**src/rtl/setn_release_pkg.sv**
```systemverilog
// Shared state encoding and width helpers for the SETN release sequencer.
package setn_release_pkg;

  typedef enum logic [2:0] {
    ST_RESET   = 3'd0,
    ST_HOLD    = 3'd1,
    ST_RELEASE = 3'd2,
    ST_RUN     = 3'd3,
    ST_SOFT    = 3'd4
  } state_e;

  // One extra bit beyond the largest limit, so a count never wraps.
  function automatic int cnt_width(input int hold, input int stagger);
    int m;
    m = (hold > stagger) ? hold : stagger;
    return $clog2(m) + 1;
  endfunction

  function automatic int idx_width(input int n);
    return (n > 1) ? $clog2(n) : 1;
  endfunction

endpackage

```
**src/rtl/rn_sync2.sv**
```systemverilog
// Two-flop reset synchroniser: asserts asynchronously with RN, deasserts on the
// second CLK rising edge after RN rises.
module rn_sync2 (
  input  logic CLK,
  input  logic RN,
  output logic RN_SYNC
);

  logic r_meta;
  logic r_sync;

  always_ff @(posedge CLK or negedge RN) begin
    if (!RN) begin
      r_meta <= 1'b0;
      r_sync <= 1'b0;
    end else begin
      r_meta <= 1'b1;
      r_sync <= r_meta;
    end
  end

  assign RN_SYNC = r_sync;

endmodule

```
**src/rtl/setn_release_seq.sv**
```systemverilog
// Drives active-low SETN for negative-edge set-flop banks: hold all groups in
// set after reset, then release them bit 0 first with a fixed stagger.
module setn_release_seq
  import setn_release_pkg::*;
#(
  parameter int N_GROUPS    = 4,
  parameter int HOLD_CYCLES = 8,
  parameter int STAGGER     = 2
) (
  input  logic                CLK,
  input  logic                RN,
  input  logic                SOFT_REQ,
  output logic                SOFT_ACK,
  output logic [N_GROUPS-1:0] SETN,
  output logic                READY,
  output logic [2:0]          STATE_DBG
);

  localparam int CW = cnt_width(HOLD_CYCLES, STAGGER);
  localparam int GW = idx_width(N_GROUPS);
  localparam logic [CW-1:0] HOLD_LAST  = CW'(HOLD_CYCLES - 1);
  localparam logic [CW-1:0] STAG_LAST  = CW'(STAGGER - 1);
  localparam logic [GW-1:0] GIDX_PENULT = GW'(N_GROUPS - 2);

  if (N_GROUPS < 1 || HOLD_CYCLES < 1 || STAGGER < 1) begin : g_bad_param
    $error("setn_release_seq: N_GROUPS, HOLD_CYCLES and STAGGER must all be >= 1");
  end

  logic                w_rn_sync;
  state_e              r_state, w_state_n;
  logic [CW-1:0]       r_cnt, w_cnt_n;
  logic [GW-1:0]       r_gidx, w_gidx_n;
  logic [N_GROUPS-1:0] r_setn, w_setn_n;
  logic                r_ready, w_ready_n;
  logic                r_ack, w_ack_n;
  logic [N_GROUPS-1:0] w_lsb;

  rn_sync2 u_rn_sync (
    .CLK     (CLK),
    .RN      (RN),
    .RN_SYNC (w_rn_sync)
  );

  always_ff @(posedge CLK or negedge RN) begin
    if (!RN) begin
      r_state <= ST_RESET;
      r_cnt   <= '0;
      r_gidx  <= '0;
      r_setn  <= '0;
      r_ready <= 1'b0;
      r_ack   <= 1'b0;
    end else begin
      r_state <= w_state_n;
      r_cnt   <= w_cnt_n;
      r_gidx  <= w_gidx_n;
      r_setn  <= w_setn_n;
      r_ready <= w_ready_n;
      r_ack   <= w_ack_n;
    end
  end

  // SETN is a thermometer: each release shifts one more 1 in from bit 0.
  always_comb begin
    w_lsb    = '0;
    w_lsb[0] = 1'b1;
  end

  always_comb begin
    w_state_n = r_state;
    w_cnt_n   = r_cnt;
    w_gidx_n  = r_gidx;
    w_setn_n  = r_setn;
    w_ready_n = r_ready;
    w_ack_n   = r_ack;
    case (r_state)
      ST_RESET: begin
        if (w_rn_sync) begin
          w_state_n = ST_HOLD;
          w_cnt_n   = '0;
        end
      end
      ST_HOLD: begin
        if (r_cnt == HOLD_LAST) begin
          w_cnt_n  = '0;
          w_gidx_n = '0;
          w_setn_n = r_setn | w_lsb;
          if (N_GROUPS == 1) begin
            w_ready_n = 1'b1;
            w_state_n = ST_RUN;
          end else begin
            w_state_n = ST_RELEASE;
          end
        end else begin
          w_cnt_n = r_cnt + CW'(1);
        end
      end
      ST_RELEASE: begin
        if (r_cnt == STAG_LAST) begin
          w_cnt_n  = '0;
          w_gidx_n = r_gidx + GW'(1);
          w_setn_n = (r_setn << 1) | w_lsb;
          if (r_gidx == GIDX_PENULT) begin
            w_ready_n = 1'b1;
            w_state_n = ST_RUN;
          end
        end else begin
          w_cnt_n = r_cnt + CW'(1);
        end
      end
      ST_RUN: begin
        if (SOFT_REQ) begin
          w_state_n = ST_SOFT;
          w_setn_n  = '0;
          w_ready_n = 1'b0;
          w_ack_n   = 1'b1;
        end
      end
      ST_SOFT: begin
        if (!SOFT_REQ) begin
          w_ack_n   = 1'b0;
          w_state_n = ST_HOLD;
          w_cnt_n   = '0;
        end
      end
      default: w_state_n = ST_RESET;
    endcase
  end

  assign SETN      = r_setn;
  assign READY     = r_ready;
  assign SOFT_ACK  = r_ack;
  assign STATE_DBG = r_state;

endmodule

```
**config.mk**
```make
export PLATFORM = sky130hd
export DESIGN_NAME = setn_release_seq
export DESIGN_NICKNAME = d
export VERILOG_FILES = /design/src/rtl/setn_release_pkg.sv /design/src/rtl/rn_sync2.sv /design/src/rtl/setn_release_seq.sv
export SDC_FILE = /design/constraint.sdc
export NUM_CORES = 1
export LEC_CHECK = 0
export BUFFER_PORTS_ARGS = -buffer_cell sky130_fd_sc_hd__clkbuf_2
export CELL_PAD_IN_SITES_DETAIL_PLACEMENT = 0
export CELL_PAD_IN_SITES_GLOBAL_PLACEMENT = 1
export CORE_UTILIZATION = 38
export CTS_BUF_LIST = sky130_fd_sc_hd__clkbuf_16
export CTS_CLUSTER_DIAMETER = 150
export DETAILED_ROUTE_END_ITERATION = 16
export PLACE_DENSITY_LB_ADDON = 0.3
export REMOVE_ABC_BUFFERS = 1
export SYNTH_ARGS = -nofsm -noshare
export SYNTH_HDL_FRONTEND = slang
export SYNTH_SLANG_ARGS = --single-unit
```
**constraint.sdc**
```tcl
create_clock -name CLK -period 1.5 [get_ports CLK]
set_clock_uncertainty 0.2 [all_clocks]
set_input_delay 0.15 -clock CLK [delete_from_list [all_inputs] [get_ports CLK]]
set_output_delay 0.15 -clock CLK [all_outputs]
set_load 0.02 [all_outputs]
```
==> impl_metrics.ini <==
[sta]
min_period_over_period = 1.103
max_freq_ghz = 0.6045
worst_slack_ns = -0.1543
setup_viol = 11
drv_slew = 0
hold_slack_ns = 0.09557
period_needed_ns = 1.654
hold_viol = 0
rsz0062_at_grt = true

[drt]
first_pass_iters = 4
viasPerCell = 5.224
ant_nets = 0
drtIter0Drc = 10
dr_total_vias = 841
drt-total-wl_mm = 2.318
drc = 0
post_drt_wl_per_cell_um = 14.40

[floorplan]
fp.dieArea_mm2 = 0.002597
fp.coreArea_mm2 = 0.002233
die_y_um = 50.96
num_io_pins = 12
initial_utilization = 0.4078
fp.dieW_um = 50.96
fp-row-count = 17

[clock_network]
cts_max_level = 1
cts_made_buffers = 3
cts-root-buf = clkbuf_16
cts_tree = yes
clock_latency_ns = 0.25
clockBufferDepth = 2
clk_pin_slew_worst_paths_ns = 0.05
cts.sinks = 17

[synthesis]
synthArstFlopShare = 1.000
yosysWarnings = 0
avgSynthCellArea_um2 = 9.588
synth_top_cell_by_area = dfrtp_1
synth_top_flop_cell = dfrtp_1
netlist_instances = 95
ys_seq_elements = 17
synth_top_area_frac = 0.4670
synth_edf_count = 0
synth-seq-area-share = 0.4670
netlist_area_um2 = 910.9
synthTopCellsByArea = dfrtp_1 47%, o21ai_0 4.9%, ha_1 4.1%
yosysUniqueCellTypes = 36

[worst_setup_path]
critPathRequiredTime_ns = 1.47
critPathArrivalTime_ns = 1.63
cp_top_family = compound AO/OA/AOI/OAI gates
rr_endpoint = r_cnt[1]
critical_path_peak_fanout = 3
worstSetupStartpointType = flop
cp-end-kind = flop
crit_chain = ha_2, buf_4, a311o_1, a21o_1, o2bb2ai_2
cp_num_buf_inv = 1
slowest_delay_ns = 0.40
timing.rr.start = r_cnt[0]
worst_path_max_delay_cell = dfrtp_1
reg2reg_depth = 5
r2r_slack_ns = -0.15
path_class = flop to flop

[final_layout]
multi_input_area_um2 = 541.8
synthToLayoutAreaGrowth_pct = 52.61
fillers = 183
final_common_cell = buf_4
layout_common_cells = 25 x buf_4, 13 x dfrtp_1, 10 x clkbuf_2
register_area_um2 = 430.4
n_antenna_cell = 0
final_nets = 140
utilization = 0.6224
drive_above_1_share = 0.5038

[grt]
grt_max_degree = 18
track_usage = 0.2131
antenna_found_initial = 0
grt_pass1_vias = 861
grt-ovfl-total = 0
grt_pass1_wl_mm = 3.919

[worst_hold_path]
worstHoldStart = SOFT_REQ
whs_path_depth = 3
hp-class = primary input to flop
whs_endpoint = STATE_DBG[0]

[status]
status = finished, violations left
violations = setup timing

[power_and_ir_drop]
vdd_drop_max_mv = 1.174
p_leak_nw = 0.6481
power.density_mw_per_mm2 = 2245

[placement]
hpwl_mm = 1.445
numPortBuffers = 11
place_congestion = 0.8082

[flow_run]
cap_violations = 0
[power by group]
part	switching, W	internal (W)
clock network	0.000172	0.000354
logic	0.000829	0.000959
registers	0.000195	0.000612
[Yosys cell counts (3+ instances only)]
master / number
o21ai_0: 9
nand2_1: 8
a22oi_1: 3
ha_1: 3
nand2b_1: 4
dfrtp_1: 17
a21oi_1: 5
inv_1: 4
nand3_1: 3
nor2_1: 6
[through the flow]
stage	setup WS, ns	instances	cell area [um2]	total power, W	setup TNS (ns)
3_3_place_gp	-0.2709	147	1107	0.002020	-2.125
3_5_place_dp	-0.2945	147	1107	0.002063	-2.598
4_1_cts	-0.1009	156	1343	0.002958	-0.6507
6_report	-0.1543	161	1390	0.003121	-1.058
2_1_floorplan	-0.2431	89	874.6	0.001523	-1.508
5_1_grt	-0.1999	161	1390	0.003312	-1.991
[state kept, by name, summed over array words and instances, names as in the netlist]
| signal | flops |
|---|---|
| SETN | 4 |
| SOFT_ACK | 1 |
| r_cnt | 4 |
| STATE_DBG | 3 |
| u_rn_sync.RN_SYNC | 1 |
| r_gidx | 2 |
| READY | 1 |
| u_rn_sync.r_meta | 1 |
[routing by layer]
| layer | vias to the layer above | GRT usage | part of all wire | wire (um) |
|---|---|---|---|---|
| li1 | 414 | - | - | - |
| met1 | 398 | 0.2444 | 0.43 | 1005 |
| met2 | 23 | 0.3596 | 0.50 | 1157 |
| met3 | 6 | 0.05060 | 0.044 | 103 |
| met4 | 0 | 0.1204 | 0.022 | 52 |
| met5 | - | 0 | 0 | 0 |
[worst max path at each step]
stage	startpoint	endpoint	slack (ns)	cells past startpoint
2_1_floorplan	STATE_DBG[0]	r_cnt[1]	-0.24	4
3_3_place_gp	r_cnt[1]	r_gidx[1]	-0.27	6
3_5_place_dp	r_cnt[1]	r_gidx[1]	-0.29	6
4_1_cts	r_cnt[1]	SETN[2]	-0.10	5
5_1_grt	r_cnt[1]	STATE_DBG[0]	-0.20	6
6_report	r_cnt[0]	r_cnt[1]	-0.15	5
[timing repair]
| item | CTS | global route |
|---|---|---|
| hold endpoints to repair | 17 | 0 |
| buffers inserted | 5 | 5 |
| pin swaps | 14 | 3 |
| setup endpoints to repair | 13 | 14 |
| hold buffers | 1 | 0 |
| gates resized for setup | 33 | 3 |
[layout make-up]
class | instances | share of cell area
Multi-Input combinational cell | 68 | 0.3897
Tap cell | 28 | 0.02520
Clock buffer | 3 | 0.05401
Clock inverter | 1 | 0.002700
Sequential cell | 17 | 0.3096
Timing Repair Buffer | 40 | 0.2079
Inverter | 4 | 0.01080
[worst min-delay path: stages]
cell and delay, ns:
clkbuf_2 0.12, buf_4 0.16, o21ai_1 0.08
[logic make-up after synthesis]
kind of cell | synth area share
buffers and inverters | 0.05631
AOI/OAI and AO/OA | 0.2019
muxes | 0.02335
other | 0.004117
xor gates and xnor gates | 0.01923
and+or+nand+nor | 0.1868
adders and majority gates | 0.04121
DFF | 0.4670
Note: power is estimated with default switching activity, not from simulation.
